==> src/rtl/unpack_operands_pkg.sv <==
// Shared types and constants for the single-precision operand unpacker.
// Holds the FSM encoding, IEEE754 field constants and the mantissa load helper.
package unpack_operands_pkg;

    typedef enum logic [1:0] {
        S_IDLE = 2'd0,
        S_NORM = 2'd1,
        S_DONE = 2'd2
    } state_t;

    localparam int          BIAS      = 127;
    localparam logic [7:0]  EXP_ONES  = 8'hFF;
    localparam logic [31:0] CANON_NAN = 32'h7FFF_FFFF;

    typedef struct packed {
        logic zero;
        logic inf;
        logic nan;
    } flags_t;

    // Zero loads an empty mantissa; subnormals load without the hidden bit.
    function automatic logic [23:0] load_man(input logic [31:0] word,
                                             input flags_t      cls,
                                             input logic        subnormal);
        if (cls.zero) begin
            return '0;
        end
        return {~subnormal, word[22:0]};
    endfunction

endpackage

==> src/rtl/unpack_operands_checkspecial.sv <==
// Combinational IEEE754 single-precision classifier: {zero, inf, nan} plus a
// subnormal indication for the normalizer.
module checkspecial
    import unpack_operands_pkg::*;
(
    input  logic [31:0] operand,
    output flags_t      flags,
    output logic        subnormal
);

    logic [7:0]  exp_field;
    logic [22:0] frac_field;
    logic        frac_zero;

    assign exp_field  = operand[30:23];
    assign frac_field = operand[22:0];
    assign frac_zero  = (frac_field == '0);

    always_comb begin
        flags.nan  = (exp_field == EXP_ONES) && !frac_zero;
        flags.inf  = (exp_field == EXP_ONES) &&  frac_zero;
        flags.zero = (exp_field == 8'h00)    &&  frac_zero;
        subnormal  = (exp_field == 8'h00)    && !frac_zero;
    end

endmodule

==> src/rtl/unpack_operands.sv <==
// Captures a dividend/divisor pair, classifies both operands and normalizes
// subnormals one bit per cycle before presenting them to the divider core.
module unpack_operands
    import unpack_operands_pkg::*;
#(
    parameter int EXPW = 10
) (
    input  logic            clk,
    input  logic            rst,
    input  logic            in_valid,
    output logic            in_ready,
    input  logic [31:0]     in1,
    input  logic [31:0]     in2,
    output logic            out_valid,
    input  logic            out_ready,
    output logic            sign1,
    output logic            sign2,
    output logic [EXPW-1:0] exp1,
    output logic [EXPW-1:0] exp2,
    output logic [23:0]     man1,
    output logic [23:0]     man2,
    output logic [2:0]      flags1,
    output logic [2:0]      flags2,
    output logic            sign_q
);

    localparam logic [EXPW-1:0] EXP_ONE = EXPW'(1);

    state_t state, state_nxt;
    flags_t cls1, cls2;
    logic   is_sub1, is_sub2;
    logic   sub1, sub2;
    logic   accept;
    logic   norm_last;

    checkspecial u_cs1 (
        .operand   (in1),
        .flags     (cls1),
        .subnormal (is_sub1)
    );

    checkspecial u_cs2 (
        .operand   (in2),
        .flags     (cls2),
        .subnormal (is_sub2)
    );

    assign accept = in_valid && in_ready;

    // Last NORM cycle: this cycle's shift (or none) leaves every marked
    // operand with its hidden bit set.
    assign norm_last = (!sub1 || man1[23] || man1[22]) &&
                       (!sub2 || man2[23] || man2[22]);

    always_ff @(posedge clk) begin
        if (rst) begin
            state <= S_IDLE;
        end else begin
            state <= state_nxt;
        end
    end

    always_comb begin
        state_nxt = state;
        case (state)
            S_IDLE: begin
                if (in_valid) begin
                    state_nxt = (is_sub1 || is_sub2) ? S_NORM : S_DONE;
                end
            end
            S_NORM: begin
                if (norm_last) begin
                    state_nxt = S_DONE;
                end
            end
            S_DONE: begin
                if (out_ready) begin
                    state_nxt = S_IDLE;
                end
            end
            default: state_nxt = S_IDLE;
        endcase
    end

    always_comb begin
        in_ready  = (state == S_IDLE);
        out_valid = (state == S_DONE);
    end

    always_ff @(posedge clk) begin
        if (rst) begin
            sign1  <= 1'b0;
            sign2  <= 1'b0;
            exp1   <= '0;
            exp2   <= '0;
            man1   <= '0;
            man2   <= '0;
            flags1 <= '0;
            flags2 <= '0;
            sub1   <= 1'b0;
            sub2   <= 1'b0;
        end else if (accept) begin
            sign1  <= in1[31];
            sign2  <= in2[31];
            flags1 <= cls1;
            flags2 <= cls2;
            sub1   <= is_sub1;
            sub2   <= is_sub2;
            man1   <= load_man(in1, cls1, is_sub1);
            man2   <= load_man(in2, cls2, is_sub2);
            exp1   <= is_sub1 ? EXP_ONE : EXPW'(in1[30:23]);
            exp2   <= is_sub2 ? EXP_ONE : EXPW'(in2[30:23]);
        end else if (state == S_NORM) begin
            if (sub1 && !man1[23]) begin
                man1 <= {man1[22:0], 1'b0};
                exp1 <= exp1 - EXP_ONE;
            end
            if (sub2 && !man2[23]) begin
                man2 <= {man2[22:0], 1'b0};
                exp2 <= exp2 - EXP_ONE;
            end
        end
    end

    assign sign_q = sign1 ^ sign2;

endmodule

==> config.mk <==
export PLATFORM = sky130hd
export DESIGN_NAME = unpack_operands
export DESIGN_NICKNAME = d
export VERILOG_FILES = /design/src/rtl/unpack_operands_pkg.sv /design/src/rtl/unpack_operands_checkspecial.sv /design/src/rtl/unpack_operands.sv
export SDC_FILE = /design/constraint.sdc
export NUM_CORES = 1
export LEC_CHECK = 0
export CORE_MARGIN = 10
export CORE_UTILIZATION = 35
export CTS_CLUSTER_DIAMETER = 30
export DETAILED_ROUTE_END_ITERATION = 16
export PLACE_DENSITY = 0.66
export SLEW_MARGIN = 20
export SYNTH_ARGS = -nofsm -noshare
export SYNTH_HDL_FRONTEND = slang
export SYNTH_HIERARCHICAL = 1
export SYNTH_SLANG_ARGS = --single-unit
==> constraint.sdc <==
create_clock -name clk -period 2.3 [get_ports clk]
set_clock_uncertainty 0.1 [all_clocks]
set_input_delay 0.23 -clock clk [delete_from_list [all_inputs] [get_ports clk]]
set_output_delay 0.23 -clock clk [all_outputs]
set_load 0.005 [all_outputs]
==> results of run 1 <==
==> stage by stage <==
stage | instances | area, sq um | utilization (%) | hold slack, ps | setup WS [ps]
global route | 785 | 5937 | 54.29 | 219.3 | 131.3
CTS | 785 | 5937 | 54.29 | 180.3 | 244.0
floorplan | 501 | 3928 | - | 238.6 | 319.5
finish | 785 | 5937 | 54.29 | 181.7 | 240.6
detailed placement | 769 | 5637 | 51.54 | 347.7 | -16.43
global placement | 769 | 5637 | 51.54 | 346.6 | -31.92
==> Yosys cell counts, types with 4 or more instances <==
library cell / count / area, sq um
a211oi_1: 10 / 75.07
a21oi_1: 73 / 365.4
a311oi_1: 47 / 411.6
buf_2: 4 / 20.02
clkbuf_1: 37 / 138.9
dfxtp_1: 80 / 1602
inv_1: 10 / 37.54
nand2_1: 129 / 484.2
nand3_1: 12 / 60.06
nand4_1: 7 / 43.79
nor2_1: 5 / 18.77
nor3_1: 13 / 65.06
nor4_1: 10 / 62.56
nor4_2: 6 / 75.07
o211ai_1: 5 / 37.54
o21ai_0: 4 / 20.02
xnor2_1: 4 / 35.03
xor2_1: 9 / 78.83
==> final timing paths <==
| path | startpoint | end | cells after the start |
|---|---|---|---|
| setup reg to reg | exp2[3] | exp2[9] | 4 |
| hold / removal | rst | exp1[3] | 4 |
| setup / recovery | exp2[3] | exp2[9] | 4 |
| hold reg to reg | flags1[0] | flags1[0] | 2 |
==> power by group <==
group	internal (mW)	leakage, nW	switching, mW
sequential	1.50	0.660	0.107
combinational	0.459	1.18	0.351
clock	0.897	0.150	0.569
total	2.86	1.99	1.03
==> layer usage <==
metal	wire [um]	part of all wire (%)
met4	259	1.8
met2	6277	44
met5	0	0
met3	1179	8.3
met1	6433	45
==> state kept, by name, indices dropped and copies added (netlist names) <==
register and cells:
man1 24, sign1 1, flags1 3, man2 24
sub2 1, exp2 10, exp1 10, state 2
sub1 1, flags2 3, sign2 1
==> critical path: cells and delay by family (launching register included) <==
| kind | cells | cell delay (ps) |
|---|---|---|
| and+or+nand+nor | 3 | 1390 |
| AOI/OAI and AO/OA | 1 | 150 |
| DFF | 1 | 360 |
==> kinds of logic after synthesis <==
logic type               after synthesis  synth area share [%]
AND/OR/NAND/NOR                      209                 26.31
AO/OA/AOI/OAI                        144                 24.18
flip-flops                            80                 40.78
buffers and inverters                 53                 5.193
XOR/XNOR                              13                 2.899
adder cells (fa/ha/maj)                2                0.6370
==> area by class of cell <==
cell class                 instances  area (sq um)
clock buffer                      13         260.3
clock inverter                     3         40.04
fill                            1029          4999
inverter                          11         41.29
multi-input combinational        368          2145
sequential                        80          1602
tap                              140         175.2
timing repair buffer             170          1674
==> results.cfg, run 1 <==
[synthesis]
ys_seq_area_share_pct = 40.78
syn_inst = 501
ys_ff_latch = 80
async_flop_share_pct = 0
yosys.cell_types.count = 43
syn_nets = 571
syn-mean-instance-area_sq_um = 7.839
yosysWarnings = 6
synth_flop_cell = dfxtp_1
synth_area_sq_um = 3928
synth_edf_count = 0

[die]
die-area_sq_um = 15860
core_sq_um = 10940
core.rowCount = 38
die_w_um = 125.9
pin_count = 147
die_y_um = 125.9
initial_core_util_pct = 35.92

[timing]
rsz0062_at_grt = false
hold_viol = 0
finalSetupViolations = 0
drv_slew = 0
worst_slew_pin_slew_ps = 648.5
slew-limit-headroom_pct = 56.37
fmax_mhz = 485.6
period_needed_ps = 2059
fin_tns_setup_ps = 0
fin_crit_sh_pct = 89.54

[setup_path]
cp.arrival_ps = 2230
critPathCaptureType = flop
cp.required_ps = 2470
crit_path_max_incr_delay_ps = 550
critPathSlowestCell = or4_4
r2r_slack_ps = 240
cp-start-kind = flop
crit_chain = or4_4 > or3_4 > or4_1 > a21oi_1
crit_type = reg -> reg
crit_path_max_fanout = 5

[placed_design]
place_congestion = 0.8809
portBuffers = 146
dp_hpwl_mm = 10.50

[clock_tree]
path_clk_slew_ps = 60
cts_tree = built
clock_latency_ps = 340
post_cts_buffers = 0
clockRootBuffer = clkbuf_16
cts_resized = 0
clockBufferDepth = 2
holdBufCountCts = 0
htree_levels = 3
clock-sinks = 80
cts_inserted_buffers = 9

[detailed_routing]
drtIter0Drc = 311
drc_errors = 0
ant_nets = 0
drt_wl_total_mm = 14.15
num_vias = 4352
drtPass1Iterations = 5
drt-vias-per-instance = 5.544
wl_per_cell_um = 18.03

[flow_run]
cap_violations = 0

[power]
max-vdd-ir-drop_v = 0.0003144
p_leak_nw = 1.987
total_power_mw = 3.887
power_density_nw_per_um2 = 654.7

[finish]
drive_above_1_share_pct = 8.217
insertedDiodeCount = 0
nets = 710
layout_common_cells = clkdlybuf4s50_1, nand2_1, dfxtp_1
final_common_cell = clkdlybuf4s50_1
syn2layout_area_growth_pct = 51.16

[global_route]
grt_pass1_wl_mm = 23.00
grt_use_met3_pct = 5.956
grt_busiest_layer = met2
grtUsageMet2_pct = 26.05
antenna_found_initial = 0
grt_max_degree = 53
grtUsageTotal_pct = 17.20
met1_usage_pct = 22.05
grt_pass1_vias = 4324
grt-ovfl-total = 0

[run_status]
status = finished, final reports clean

[worst_hold_path]
min_path_type = in -> reg
Power figures use the tool's default switching activity.
==> run 2: changes to the inputs <==
--- a/config.mk
+++ b/config.mk
@@ -5,11 +5,12 @@
 export SDC_FILE = /design/constraint.sdc
 export NUM_CORES = 1
 export LEC_CHECK = 0
+export CORE_ASPECT_RATIO = 2
 export CORE_MARGIN = 10
 export CORE_UTILIZATION = 35
 export CTS_CLUSTER_DIAMETER = 30
 export DETAILED_ROUTE_END_ITERATION = 16
-export PLACE_DENSITY = 0.66
+export PLACE_DENSITY_LB_ADDON = 0.1
 export SLEW_MARGIN = 20
 export SYNTH_ARGS = -nofsm -noshare
 export SYNTH_HDL_FRONTEND = slang
==> constraint.sdc (replaced) <==
create_clock -name clk -period 2.35 [get_ports clk]
set_clock_uncertainty 0.1 [all_clocks]
set_input_delay 0.235 -clock clk [delete_from_list [all_inputs] [get_ports clk]]
set_output_delay 0.235 -clock clk [all_outputs]
set_load 0.005 [all_outputs]
==> results.cfg, run 2 (same netlist as run 1, synthesis figures left out) <==
[detailed_routing]
drt-vias-per-instance = 5.510
wl_per_cell_um = 18.93
drc_errors = 0
ant_nets = 0
num_vias = 4325
drtIter0Drc = 110
drtPass1Iterations = 4
drt_wl_total_mm = 14.86

[clock_tree]
cts_tree = built
clockRootBuffer = clkbuf_16
htree_levels = 3
clock-sinks = 80
clock_latency_ps = 330
path_clk_slew_ps = 60
cts_inserted_buffers = 9
cts_resized = 0
post_cts_buffers = 0
holdBufCountCts = 0
clockBufferDepth = 2

[setup_path]
crit_path_max_incr_delay_ps = 560
crit_path_max_fanout = 6
cp_top_family = simple AND/OR/NAND/NOR gates
cp.arrival_ps = 2230
critPathBufInv = 0
cp.required_ps = 2510
crit_type = reg -> reg
critPathSlowestCell = or4_4
crit_chain = or4_4 > or3_4 > or4_1 > a21oi_1
critPathCaptureType = flop
cp-start-kind = flop

[placed_design]
dpl-instance-area_sq_um = 5649
place_inst = 769
dp_hpwl_mm = 11.15
place_congestion = 0.8348
portBuffers = 146

[finish]
insertedDiodeCount = 0
final_common_cell = clkdlybuf4s50_1
fin_util_pct = 54.56
final_cell_count_no_fill = 785
fin_area_sq_um = 5972
fill_cells = 1078
syn2layout_area_growth_pct = 52.05
layout_common_cells = clkdlybuf4s50_1, nand2_1, dfxtp_1
reg_top3 = man1: 24 flops, man2: 24 flops
drive_above_1_share_pct = 8.372
nets = 710

[power]
p_int_mw = 2.879
power.switching_mw = 1.011
p_leak_nw = 1.994
combPwrFrac_pct = 20.5
swShare_pct = 25.99
power_density_nw_per_um2 = 651.5
power_frac_clock_pct = 38.9
seqPwrFrac_pct = 40.6
max-vdd-ir-drop_v = 0.0003231

[flow_run]
cap_violations = 0

[die]
pin_count = 147
die-area_sq_um = 16120
core_sq_um = 10950
die_w_um = 94.91
core.rowCount = 54
die_y_um = 169.8
initial_core_util_pct = 35.88

[timing]
slew-limit-headroom_pct = 55.75
period_needed_ps = 2065
hold_viol = 0
hold_slack_ps = 285.5
drv_slew = 0
fin_crit_sh_pct = 87.86
finalSetupViolations = 0
fmax_mhz = 484.4
rsz0062_at_grt = false
worst_slew_pin_slew_ps = 657.7

[global_route]
grtUsageTotal_pct = 17.80
antenna_found_initial = 0
grt_pass1_vias = 4331
grt-ovfl-total = 0
grt_max_degree = 62
grt_pass1_wl_mm = 22.76

[worst_hold_path]
min_path_type = in -> reg

[run_status]
status = finished, final reports clean
[run 2: final cells by class]
type	instances	area, sq um	area share, %
flip-flops and latches	80	1602	26.82
repair buffers	170	1687	28.24
clock buffers	11	242.7	4.065
well taps	140	175.2	2.933
inverters	11	41.29	0.6914
clock inverters	5	80.08	1.341
multi-input cells	368	2145	35.91
[run 2: worst paths after layout]
kind	from	depth (start not counted)	slack, ps	to
worst max-delay path	exp2[2]	4	290	exp2[9]
worst min-delay path	rst	2	290	exp1[1]
worst max register to register	exp2[2]	4	290	exp2[9]
worst min register to register	flags2[1]	2	360	flags2[1]
[run 2: per-layer routing]
layer / share of wire (%) / global-route usage, % / vias to the layer above
met1: 36 / 17.60 / 2042
met3: 7.7 / 6.126 / 27
met2: 54 / 32.41 / 146
met4: 2.7 / 7.264 / 0
met5: 0 / 0 / -
li1: - / - / 2110
[run 2: worst register-to-register path, cell delays in order (launching register included)]
cell,delay [ps]
dfxtp_1,370
or4_4,560
or3_4,350
or4_1,460
a21oi_1,150
[run 2: power groups by stage]
| stage | combinational (mW) | sequential (mW) | clock [mW] |
|---|---|---|---|
| floorplan | 0.308 | 1.59 | 0 |
| global placement | 0.791 | 1.61 | 0 |
| detailed placement | 0.801 | 1.61 | 0 |
| CTS | 0.808 | 1.58 | 1.55 |
| global route | 0.864 | 1.59 | 1.60 |
| finish | 0.796 | 1.58 | 1.51 |
[run 2: through the flow]
step / total power [mW] / setup TNS (ps) / setup WS, ps
after floorplan: 1.900 / 0 / 369.5
after global placement: 2.396 / 0 / 13.85
after detailed placement: 2.408 / -3.144 / -3.144
after CTS: 3.935 / 0 / 281.6
after global routing: 4.059 / 0 / 162.8
final: 3.891 / 0 / 285.4
